`config.mk`:
```
export PLATFORM = sky130hd
export DESIGN_NAME = fifo_uart_tx
export DESIGN_NICKNAME = d
export VERILOG_FILES = /design/src/rtl/fifo_uart_tx.sv
export SDC_FILE = /design/constraint.sdc
export NUM_CORES = 1
export LEC_CHECK = 0
export CORE_MARGIN = 3
export CORE_UTILIZATION = 35
export CTS_CLUSTER_DIAMETER = 120
export DETAILED_ROUTE_END_ITERATION = 8
export GPL_ROUTABILITY_DRIVEN = 0
export PLACE_DENSITY = 0.55
export REMOVE_ABC_BUFFERS = 1
export SLEW_MARGIN = 0
export SYNTH_ARGS = -nofsm -noshare
export SYNTH_HDL_FRONTEND = slang
export SYNTH_SLANG_ARGS = --single-unit
```
`constraint.sdc`:
```
create_clock -name clk -period 2.94 [get_ports clk]
set_input_delay 0.735 -clock clk [delete_from_list [all_inputs] [get_ports clk]]
set_output_delay 0.735 -clock clk [all_outputs]
set_load 0.01 [all_outputs]
```
`src/rtl/fifo_uart_tx.sv`:
```
// Byte FIFO feeding an 8N1 UART transmitter (LSB first).
// The FIFO pops only when the transmitter is idle and enabled.
module fifo_uart_tx #(
  parameter int DEPTH        = 16,
  parameter int ADDR_W       = 4,
  parameter int CLKS_PER_BIT = 868
) (
  input  logic            clk,
  input  logic            reset,
  input  logic [7:0]      din,
  input  logic            fifo_we,
  output logic            fifo_busy,
  input  logic            tx_enable,
  output logic            tx,
  output logic            tx_busy,
  output logic [ADDR_W:0] count,
  output logic            overflow
);

  localparam int BCNT_W = (CLKS_PER_BIT > 1) ? $clog2(CLKS_PER_BIT) : 1;
  localparam logic [BCNT_W-1:0] BCNT_MAX = BCNT_W'(CLKS_PER_BIT - 1);
  localparam logic [ADDR_W:0]   FULL_CNT = (ADDR_W + 1)'(DEPTH);

  localparam logic [1:0] IDLE  = 2'd0;
  localparam logic [1:0] START = 2'd1;
  localparam logic [1:0] DATA  = 2'd2;
  localparam logic [1:0] STOP  = 2'd3;

  logic [7:0]        mem_q [DEPTH];
  logic [ADDR_W-1:0] wr_ptr_q, wr_ptr_d;
  logic [ADDR_W-1:0] rd_ptr_q, rd_ptr_d;
  logic [ADDR_W:0]   count_q, count_d;
  logic              overflow_q, overflow_d;
  logic [1:0]        state_q, state_d;
  logic [BCNT_W-1:0] bcnt_q, bcnt_d;
  logic [2:0]        bidx_q, bidx_d;
  logic [7:0]        shreg_q, shreg_d;
  logic              tx_q, tx_d;

  logic full;
  logic accept;
  logic pop;
  logic bitEnd;
  logic [2:0] bidxNext;

  assign full     = (count_q == FULL_CNT);
  assign accept   = fifo_we && !full;
  assign pop      = (state_q == IDLE) && tx_enable && (count_q != '0);
  assign bitEnd   = (bcnt_q == BCNT_MAX);
  assign bidxNext = bidx_q + 3'd1;

  // A write rejected while full stays rejected even if a pop frees a slot on the same edge.
  always_comb begin
    wr_ptr_d   = wr_ptr_q;
    rd_ptr_d   = rd_ptr_q;
    count_d    = count_q;
    overflow_d = overflow_q | (fifo_we & full);
    if (accept) wr_ptr_d = wr_ptr_q + ADDR_W'(1);
    if (pop)    rd_ptr_d = rd_ptr_q + ADDR_W'(1);
    case ({accept, pop})
      2'b10:   count_d = count_q + (ADDR_W + 1)'(1);
      2'b01:   count_d = count_q - (ADDR_W + 1)'(1);
      default: count_d = count_q;
    endcase
  end

  always_comb begin
    state_d = state_q;
    bcnt_d  = bcnt_q;
    bidx_d  = bidx_q;
    shreg_d = shreg_q;
    tx_d    = tx_q;
    case (state_q)
      IDLE: begin
        tx_d = 1'b1;
        if (pop) begin
          state_d = START;
          tx_d    = 1'b0;
          bcnt_d  = '0;
          shreg_d = mem_q[rd_ptr_q];
        end
      end
      START: begin
        if (bitEnd) begin
          state_d = DATA;
          bidx_d  = 3'd0;
          tx_d    = shreg_q[0];
          bcnt_d  = '0;
        end else begin
          bcnt_d = bcnt_q + BCNT_W'(1);
        end
      end
      DATA: begin
        if (bitEnd) begin
          bcnt_d = '0;
          if (bidx_q == 3'd7) begin
            state_d = STOP;
            tx_d    = 1'b1;
          end else begin
            bidx_d = bidxNext;
            tx_d   = shreg_q[bidxNext];
          end
        end else begin
          bcnt_d = bcnt_q + BCNT_W'(1);
        end
      end
      default: begin
        tx_d = 1'b1;
        if (bitEnd) begin
          state_d = IDLE;
          bcnt_d  = '0;
        end else begin
          bcnt_d = bcnt_q + BCNT_W'(1);
        end
      end
    endcase
  end

  always_ff @(posedge clk) begin
    if (!reset && accept) mem_q[wr_ptr_q] <= din;
  end

  always_ff @(posedge clk) begin
    if (reset) begin
      wr_ptr_q   <= '0;
      rd_ptr_q   <= '0;
      count_q    <= '0;
      overflow_q <= 1'b0;
      state_q    <= IDLE;
      bcnt_q     <= '0;
      bidx_q     <= '0;
      shreg_q    <= '0;
      tx_q       <= 1'b1;
    end else begin
      wr_ptr_q   <= wr_ptr_d;
      rd_ptr_q   <= rd_ptr_d;
      count_q    <= count_d;
      overflow_q <= overflow_d;
      state_q    <= state_d;
      bcnt_q     <= bcnt_d;
      bidx_q     <= bidx_d;
      shreg_q    <= shreg_d;
      tx_q       <= tx_d;
    end
  end

  assign fifo_busy = full;
  assign tx        = tx_q;
  assign tx_busy   = (state_q != IDLE);
  assign count     = count_q;
  assign overflow  = overflow_q;

endmodule

```
# After elaboration in Yosys (flattened, before gate mapping)
# Memories as Yosys holds them, arrays and structs flattened. A register that Yosys moved wholly into a read port is not among the register bits.
# Index checks and enable logic that the tools add are counted.
# op_classes
n_mux,23
n_eq_ne,12
n_bitwise,2
order_cmp,1
n_reduce_logical,16
n_addsub,6
# ops
cell,count
2-to-1 mux 10 bit,3
adder 10 x 1 -> 10 bit (second input constant),1
equality test 10 bit (second input constant),1
2-to-1 mux 2 bit,5
!= test 2 bit (second input constant),5
one-hot mux 5 bit (2 select lines),1
2-to-1 mux 3 bit,3
adder 4 x 1 -> 4 bit (second input constant),2
nonzero test 2 bit,4
2-to-1 mux 1 bit,7
one-hot mux 2 bit (3 select lines),1
one-hot mux 3 bit (2 select lines),1
adder 5 x 1 -> 5 bit (second input constant),1
equality test 5 bit (second input constant),1
AND reduction 5 bit,1
nonzero test 5 bit,1
subtractor 5 x 1 -> 5 bit (second input constant),1
equality test 2 x 1 -> 1 bit (second input constant),2
equality test 2 bit (second input constant),2
logical AND 1 bit,4
< comparator 3 x 4 -> 1 bit (second input constant),1
AND reduction 2 bit,2
AND reduction 4 bit,1
adder 3 x 1 -> 3 bit (second input constant),1
other kinds (7),8
# word_totals
out_inout_bits,9
memories,1
regBits,30
input_bits,12
elab_cells,69
ramBits,128
# mem_list
memory,words,word_bits,read_ports,rd_clocked_by_memory_dff,wr,line_no,rtl
mem_q,16,8,1,1,1,29,logic [7:0] mem_q [DEPTH];

# Logic depth before layout (Yosys ltp)
# Gate-level depths: netlist of the first run.
# depth
ltp_word,6
depth_mapped,13
ltp_nobuf,12

# Worst setup path before layout of the first run
# Ideal clock, no wire load.
# synth_path
path_kind,register to register
from,register count_q[2] (netlist: count[2])
to,register count_q[2] (netlist: count[2])
path_stages_with_launch,14
arrival_time_ps,2755
path_slack_ps,114
n_path_buf,3
t_required_ps,2870
setup_ps,70
cell_sequence,dfxtp_1 > buf_4 > or4_4 > buf_6 > o21ai_4 > inv_2 > ha_1 > clkbuf_1 > xor2_1 > ha_1 > a21oi_1 > xor2_1 > or3_1 > a21oi_1
# synth_lines
item,line_no,rtl
"start, declared",32,"logic [ADDR_W:0] count_q, count_d;"
"start signal, assigned",137,count_q <= count_d;
nonzero test 5 bit *,48,assign pop = (state_q == IDLE) && tx_enable && (count_q != '0);
logical AND 1 bit *,48,
via pop,42,logic pop;
equality test 2 x 1 -> 1 bit or equality test 2 bit (tied branches),60,"case ({accept, pop})"
one-hot mux 5 bit (2 select lines) or nonzero test 2 bit (tied branches),--,
# Mark *: on every way through the listed nets, which the timed path passes. The rest lies on a longest branch.
# A chain may end at the register's enable or synchronous reset.

# Final worst setup path of the first run
# layout_path
from,register count_q[3] (netlist: count[3])
to,output fifo_busy
# layout_via
elab_chain_len,1
# layout_lines
item,line_no,rtl
equality test 5 bit,46,assign full = (count_q == FULL_CNT);
"end, declared",12,"output logic fifo_busy,"
# No other way between the ends.

==> flow_summary.yaml, run 1 <==
routing:
  wl_met2_um: 7067
  drc: 0
  wl_per_cell_um: 17.95
  drt-met1-wl_um: 6476
  via_per_inst: 5.207
  wl_um: 14260
  drt_iter0_drc: 242
  firstDrtPassIters: 4
  num_vias: 4134
  routed-wl-met3_um: 450
  final_antenna_net_count: 0
  top_layer: "met4"
cts:
  cts_buffers: 17
  clock_tree.root_cell: "clkbuf_16"
  post_cts_resized: 0
  cts_sinks: 166
  postCtsSetupBuffers: 0
  htreeDepth: 4
  clockBufferDepth: 2
  cts.hold.buffers_added: 0
  worstSkewPairLatency_ns: 0.42
  cts_tree: "yes"
  clk_pin_slew_worst_paths_ns: 0.06
global_routing:
  grt_max_degree: 36
  track_usage_pct: 13.83
  antenna_found_initial: 0
  grt_pass1_vias: 4166
  grt_pass1_wl_um: 23130
  grt-ovfl-total: 0
sta:
  whs_ns: 0.4768
  tightest_slew_ns: 0.5727
  slew_viol_final: 0
  setup_tns_ns: 0
  finalSetupViolCount: 0
  clock_skew_ns: 0.007916
  hold_viol: 0
  min_period_ns: 2.801
  relSlewSlack_pct: 61.70
  fmax_mhz: 357.0
  grt_setup_unrepaired: "false"
  post-route-period-util_pct: 95.28
worst_setup_path:
  crit_path_end: "fifo_busy"
  worstPathRequired_ns: 2.20
  start_kind: "flop"
  rr_startpoint: "count[3]"
  critPathArrivalTime_ns: 2.07
  cp_max_fo: 5
  rrSetupSlack_ns: 0.27
  cp-end-kind: "output port"
  rr_worst_depth: 11
  startpoint: "count[3]"
  path_class: "reg2out"
  regToRegEndpoint: "count[2]"
run:
  drv.max_cap_violation_count: 0
cells_and_area:
  final_common_cell: "edfxtp_1"
  mostFrequentLayoutCells: "128 x edfxtp_1, 43 x nor2_1, 37 x dfxtp_1, 37 x buf_4, 34 x mux4_2"
  final_nets: 544
  antenna_cells: 0
  areaGrowthSynthToFinish_pct: 18.20
  drive_above_1_share_pct: 20.42
power_and_ir_drop:
  p_int_mw: 4.671
  p_switching_mw: 1.714
  combPwrFrac_pct: 22.2
  p_seq_share_pct: 43.0
  p_per_area_nw_per_um2: 762.0
  swShare_pct: 26.85
  p_leak_nw: 2.766
  vdd_drop_max_mv: 0.3835
  pwr-share-clk_pct: 34.8
synth:
  ys_seq_area_share_pct: 64.95
  yosysUniqueCellTypes: 57
  ys_seq_elements: 166
  syn_avg_cell_area_um2: 15.18
  syn_area_um2: 7089
  yosysWarnings: 0
  synth-async-reset-ratio_pct: 0
  synth_cells: 467
  synthFlopType: "edfxtp_1"
  synth_edf_count: 128
min_path:
  hold_path.class: "reg2reg"
floorplan:
  coreArea_um2: 19650
  start_util_pct: 36.07
  die_w_um: 148.3
  fp-row-count: 51
  io_pins: 21
  die_y_um: 148.3
  dieArea_um2: 22000
place:
  dp_hpwl_um: 9287
  port_buffers: 20
run_status:
  status: "finished, final reports clean"
-- Yosys cell counts (all sizes together), types with 2 or more instances --
cell type | n | area [µm²]
a211o | 3 | 26.28
a21boi | 2 | 15.02
a21o | 2 | 15.01
a21oi | 13 | 65.06
a311oi | 2 | 17.52
and3 | 2 | 12.51
buf | 13 | 90.09
clkbuf | 16 | 60.06
dfxtp | 38 | 760.7
edfxtp | 128 | 3844
ha | 16 | 200.2
inv | 12 | 45.04
mux2i | 21 | 210.2
mux4 | 34 | 765.7
nand2 | 23 | 86.33
nand2b | 3 | 18.77
nand3 | 25 | 130.1
nand3b | 2 | 15.01
nand4 | 4 | 25.02
nor2 | 43 | 161.4
nor3 | 5 | 25.02
nor4 | 4 | 25.02
o2111ai | 2 | 17.52
o211ai | 4 | 35.03
o21a | 3 | 22.52
o21ai | 9 | 56.30
o221ai | 8 | 70.07
or3 | 4 | 25.02
xnor2 | 2 | 17.52
xor2 | 6 | 52.55
-- stage by stage --
stage	std cells	instance area, µm²	setup WS, ns	power (mW)	utilization, %
finish	794	8379	0.1388	6.385	42.63
detailed placement	759	7755	0.001083	4.131	39.46
global placement	759	7755	0.05462	4.093	39.46
CTS	791	8344	0.05922	6.371	42.46
floorplan	438	6939	0.1710	3.628	-
global route	794	8379	0.01731	6.727	42.63
-- kinds of logic (layout without fill, tap and decap cells) --
| logic type | Yosys count | after routing | share of synthesized area [%] |
|---|---|---|---|
| fa+ha+maj | 16 | 16 | 2.824 |
| compound gates | 58 | 58 | 6.266 |
| mux | 55 | 55 | 13.77 |
| simple gates | 123 | 123 | 8.454 |
| xor+xnor | 8 | 8 | 0.9884 |
| flops | 166 | 166 | 64.95 |
| buf+inv | 41 | 103 | 2.753 |
-- state kept, by name (all words and copies together), names as in the netlist, 2 cells and up --
name and flops:
mem_q 128, bcnt_q 10, shreg_q 8, count 5, rd_ptr_q 4, wr_ptr_q 4
bidx_q 3, state_q 2
-- power groups by stage --
stage / Combinational [mW] / Clock, mW / Sequential (mW)
after floorplan: 0.778 / 0 / 2.85
after global placement: 1.30 / 0 / 2.79
after detailed placement: 1.33 / 0 / 2.80
after CTS: 1.34 / 2.29 / 2.75
after global routing: 1.57 / 2.40 / 2.76
final: 1.42 / 2.22 / 2.74
-- layout make-up --
| type | instances | area [µm²] |
|---|---|---|
| sequential | 166 | 4606 |
| timing repair buffer | 59 | 518.0 |
| clock inverter | 10 | 145.1 |
| multi-input combinational | 260 | 2290 |
| inverter | 12 | 45.04 |
| clock buffer | 22 | 444.2 |
| tap | 265 | 331.6 |
| fill | 1820 | 11270 |
-- how the worst min path moves through the flow --
stage / slack (ns) / start / cells past startpoint / to
after floorplan: 0.45 / bidx_q[1] / 2 / bidx_q[1]
after global placement: 0.46 / overflow / 2 / overflow
after detailed placement: 0.47 / overflow / 2 / overflow
after CTS: 0.49 / overflow / 2 / overflow
after global routing: 0.51 / overflow / 2 / overflow
final: 0.48 / overflow / 2 / overflow
-- worst max-delay path, cell delays in order (launching register included) --
cell	delay (ns)
dfxtp_1	0.36
or4_4	0.57
nor2_1	0.15
clkdlybuf4s50_1	0.56
-- metal layers --
| metal | up-vias | global-route usage [%] |
|---|---|---|
| li1 | 1923 | - |
| met5 | - | 0 |
| met3 | 17 | 3.169 |
| met2 | 68 | 22.70 |
| met4 | 0 | 5.312 |
| met1 | 2126 | 17.99 |
Power figures use the tool's default switching activity.
==> run 2, diff against run 1 <==
- CELL_PAD_IN_SITES_DETAIL_PLACEMENT: default -> 0
- CELL_PAD_IN_SITES_GLOBAL_PLACEMENT: default -> 1
- CORE_MARGIN: 3 -> default
- PLACE_DENSITY: 0.55 -> 0.62
==> run 2 against run 1 <==
  * Routed wire length increased by 1.5%
  * Cell count decreased by 0.38%
  * Global-route usage increased by 1.5 points
  * Setup slack got worse by 0.013 ns
  * Clock power decreased by 2%
  * Worst hold slack got worse by 0.0043 ns
  * Sequential power about the same
  * First-iteration DRC count increased by 6.6%
  * Largest cell class unchanged
  * Highest routed layer unchanged
==> flow_summary.yaml, run 2 (synthesized netlist as in run 1, its figures left out) <==
run:
  drv.max_cap_violation_count: 0
routing:
  top_layer: "met4"
  num_vias: 4074
  drc: 0
  drt-met1-wl_um: 6227
  wl_per_cell_um: 18.29
  via_per_inst: 5.150
  firstDrtPassIters: 4
  drt_iter0_drc: 258
  wl_um: 14470
  final_antenna_net_count: 0
  wl_met2_um: 7352
  routed-wl-met3_um: 653
cts:
  clockBufferDepth: 2
  clock_tree.root_cell: "clkbuf_16"
  cts_buffers: 17
  cts.hold.buffers_added: 0
  clk_pin_slew_worst_paths_ns: 0.06
  worstSkewPairLatency_ns: 0.43
  cts_sinks: 166
  cts_tree: "yes"
  htreeDepth: 4
run_status:
  status: "finished, final reports clean"
sta:
  slew_viol_final: 0
  relSlewSlack_pct: 59.51
  setup_tns_ns: 0
  clock_skew_ns: 0.01698
  min_period_ns: 2.814
  post-route-period-util_pct: 95.71
  finalSetupViolCount: 0
  fmax_mhz: 355.4
  grt_setup_unrepaired: "false"
  tightest_slew_ns: 0.5920
  hold_viol: 0
cells_and_area:
  drive_above_1_share_pct: 21.10
  top_register: "mem_q"
  final_nets: 541
  reg.largest.list: "mem_q x128, bcnt_q x10, shreg_q x8"
  mostFrequentLayoutCells: "128 x edfxtp_1, 43 x nor2_1, 37 x dfxtp_1, 35 x buf_4, 34 x mux4_2"
  largest_reg_flops: 128
  antenna_cells: 0
  multi_input_area_um2: 2290
  areaGrowthSynthToFinish_pct: 17.60
  ff_latch_area_um2: 4606
  n_fill_cell: 1810
  final_common_cell: "edfxtp_1"
place:
  port_buffers: 20
  dp_hpwl_um: 9492
worst_setup_path:
  critPathArrivalTime_ns: 2.08
  worstPathRequired_ns: 2.20
  start_kind: "flop"
  cp-end-kind: "output port"
  path_class: "reg2out"
  cp_max_fo: 7
floorplan:
  die_y_um: 144.3
  die_w_um: 144.3
  dieArea_um2: 20830
  coreArea_um2: 19650
  io_pins: 21
  start_util_pct: 36.07
  fp-row-count: 51
power_and_ir_drop:
  p_int_mw: 4.379
  p_leak_nw: 2.748
  p_per_area_nw_per_um2: 750.6
  p_seq_share_pct: 44.0
  total_power_mw: 6.257
  pwr-share-clk_pct: 34.7
  vdd_drop_max_mv: 0.4158
  p_switching_mw: 1.878
  combPwrFrac_pct: 21.3
  swShare_pct: 30.02
min_path:
  hold_path.class: "reg2reg"
global_routing:
  grt_pass1_vias: 4171
  grt_pass1_wl_um: 23180
  grt_max_degree: 35
  track_usage_pct: 15.35
  antenna_found_initial: 0
  grt-ovfl-total: 0
[run 2: worst max-delay path: stages, from the launching register on]
cell and delay (ns):
dfxtp_1 0.32, or4_4 0.63, nor2_1 0.16, clkdlybuf4s50_1 0.56
[run 2: layer usage]
metal,vias to the layer above,global-route usage (%)
met1,2049,18.92
met5,-,0
li1,1915,-
met4,0,5.596
met2,95,26.16
met3,15,3.642
[run 2: metrics by stage]
step | util (%) | cell area (µm²) | cells | worst slack, ns | hold slack (ns)
floorplan | - | 6939 | 438 | 0.1710 | 0.4472
global route | 42.42 | 8337 | 791 | 0.02089 | 0.5133
finish | 42.42 | 8337 | 791 | 0.1261 | 0.4726
CTS | 42.42 | 8337 | 791 | 0.07825 | 0.4803
detailed placement | 39.46 | 7755 | 759 | -0.1386 | 0.4631
global placement | 39.46 | 7755 | 759 | -0.03402 | 0.4484
[run 2: what timing repair did]
item	CTS	global route
setup buffers	0	0
resized for setup	0	0
endpoints found under the hold margin	0	0
endpoints found under the setup margin	0	1
[run 2: final cells by class]
class / count / area share, %
multi-input cells: 260 / 27.47
well taps: 265 / 3.977
flip-flops and latches: 166 / 55.25
inverters: 12 / 0.5403
clock buffers: 17 / 5.103
clock inverters: 15 / 1.876
repair buffers: 56 / 5.793
[run 2: final timing paths]
kind	from	to	slack, ns	cells after the start
worst max-delay path	count[1]	fifo_busy	0.13	3
worst max register to register	count[1]	count[4]	0.37	9
worst min register to register	overflow	overflow	0.47	2
worst min-delay path	overflow	overflow	0.47	2
[run 2: power groups by stage]
stage	registers, mW	clock network [mW]	logic, mW
floorplan	2.85	0	0.778
global placement	2.80	0	1.31
detailed placement	2.80	0	1.34
CTS	2.75	2.21	1.35
global route	2.77	2.31	1.46
finish	2.75	2.17	1.33
==> run 3, diff against run 2 <==
- CAP_MARGIN: default -> 20
==> results of run 3 <==
The final DEF is identical to that of run 2; final timing and power are the same.
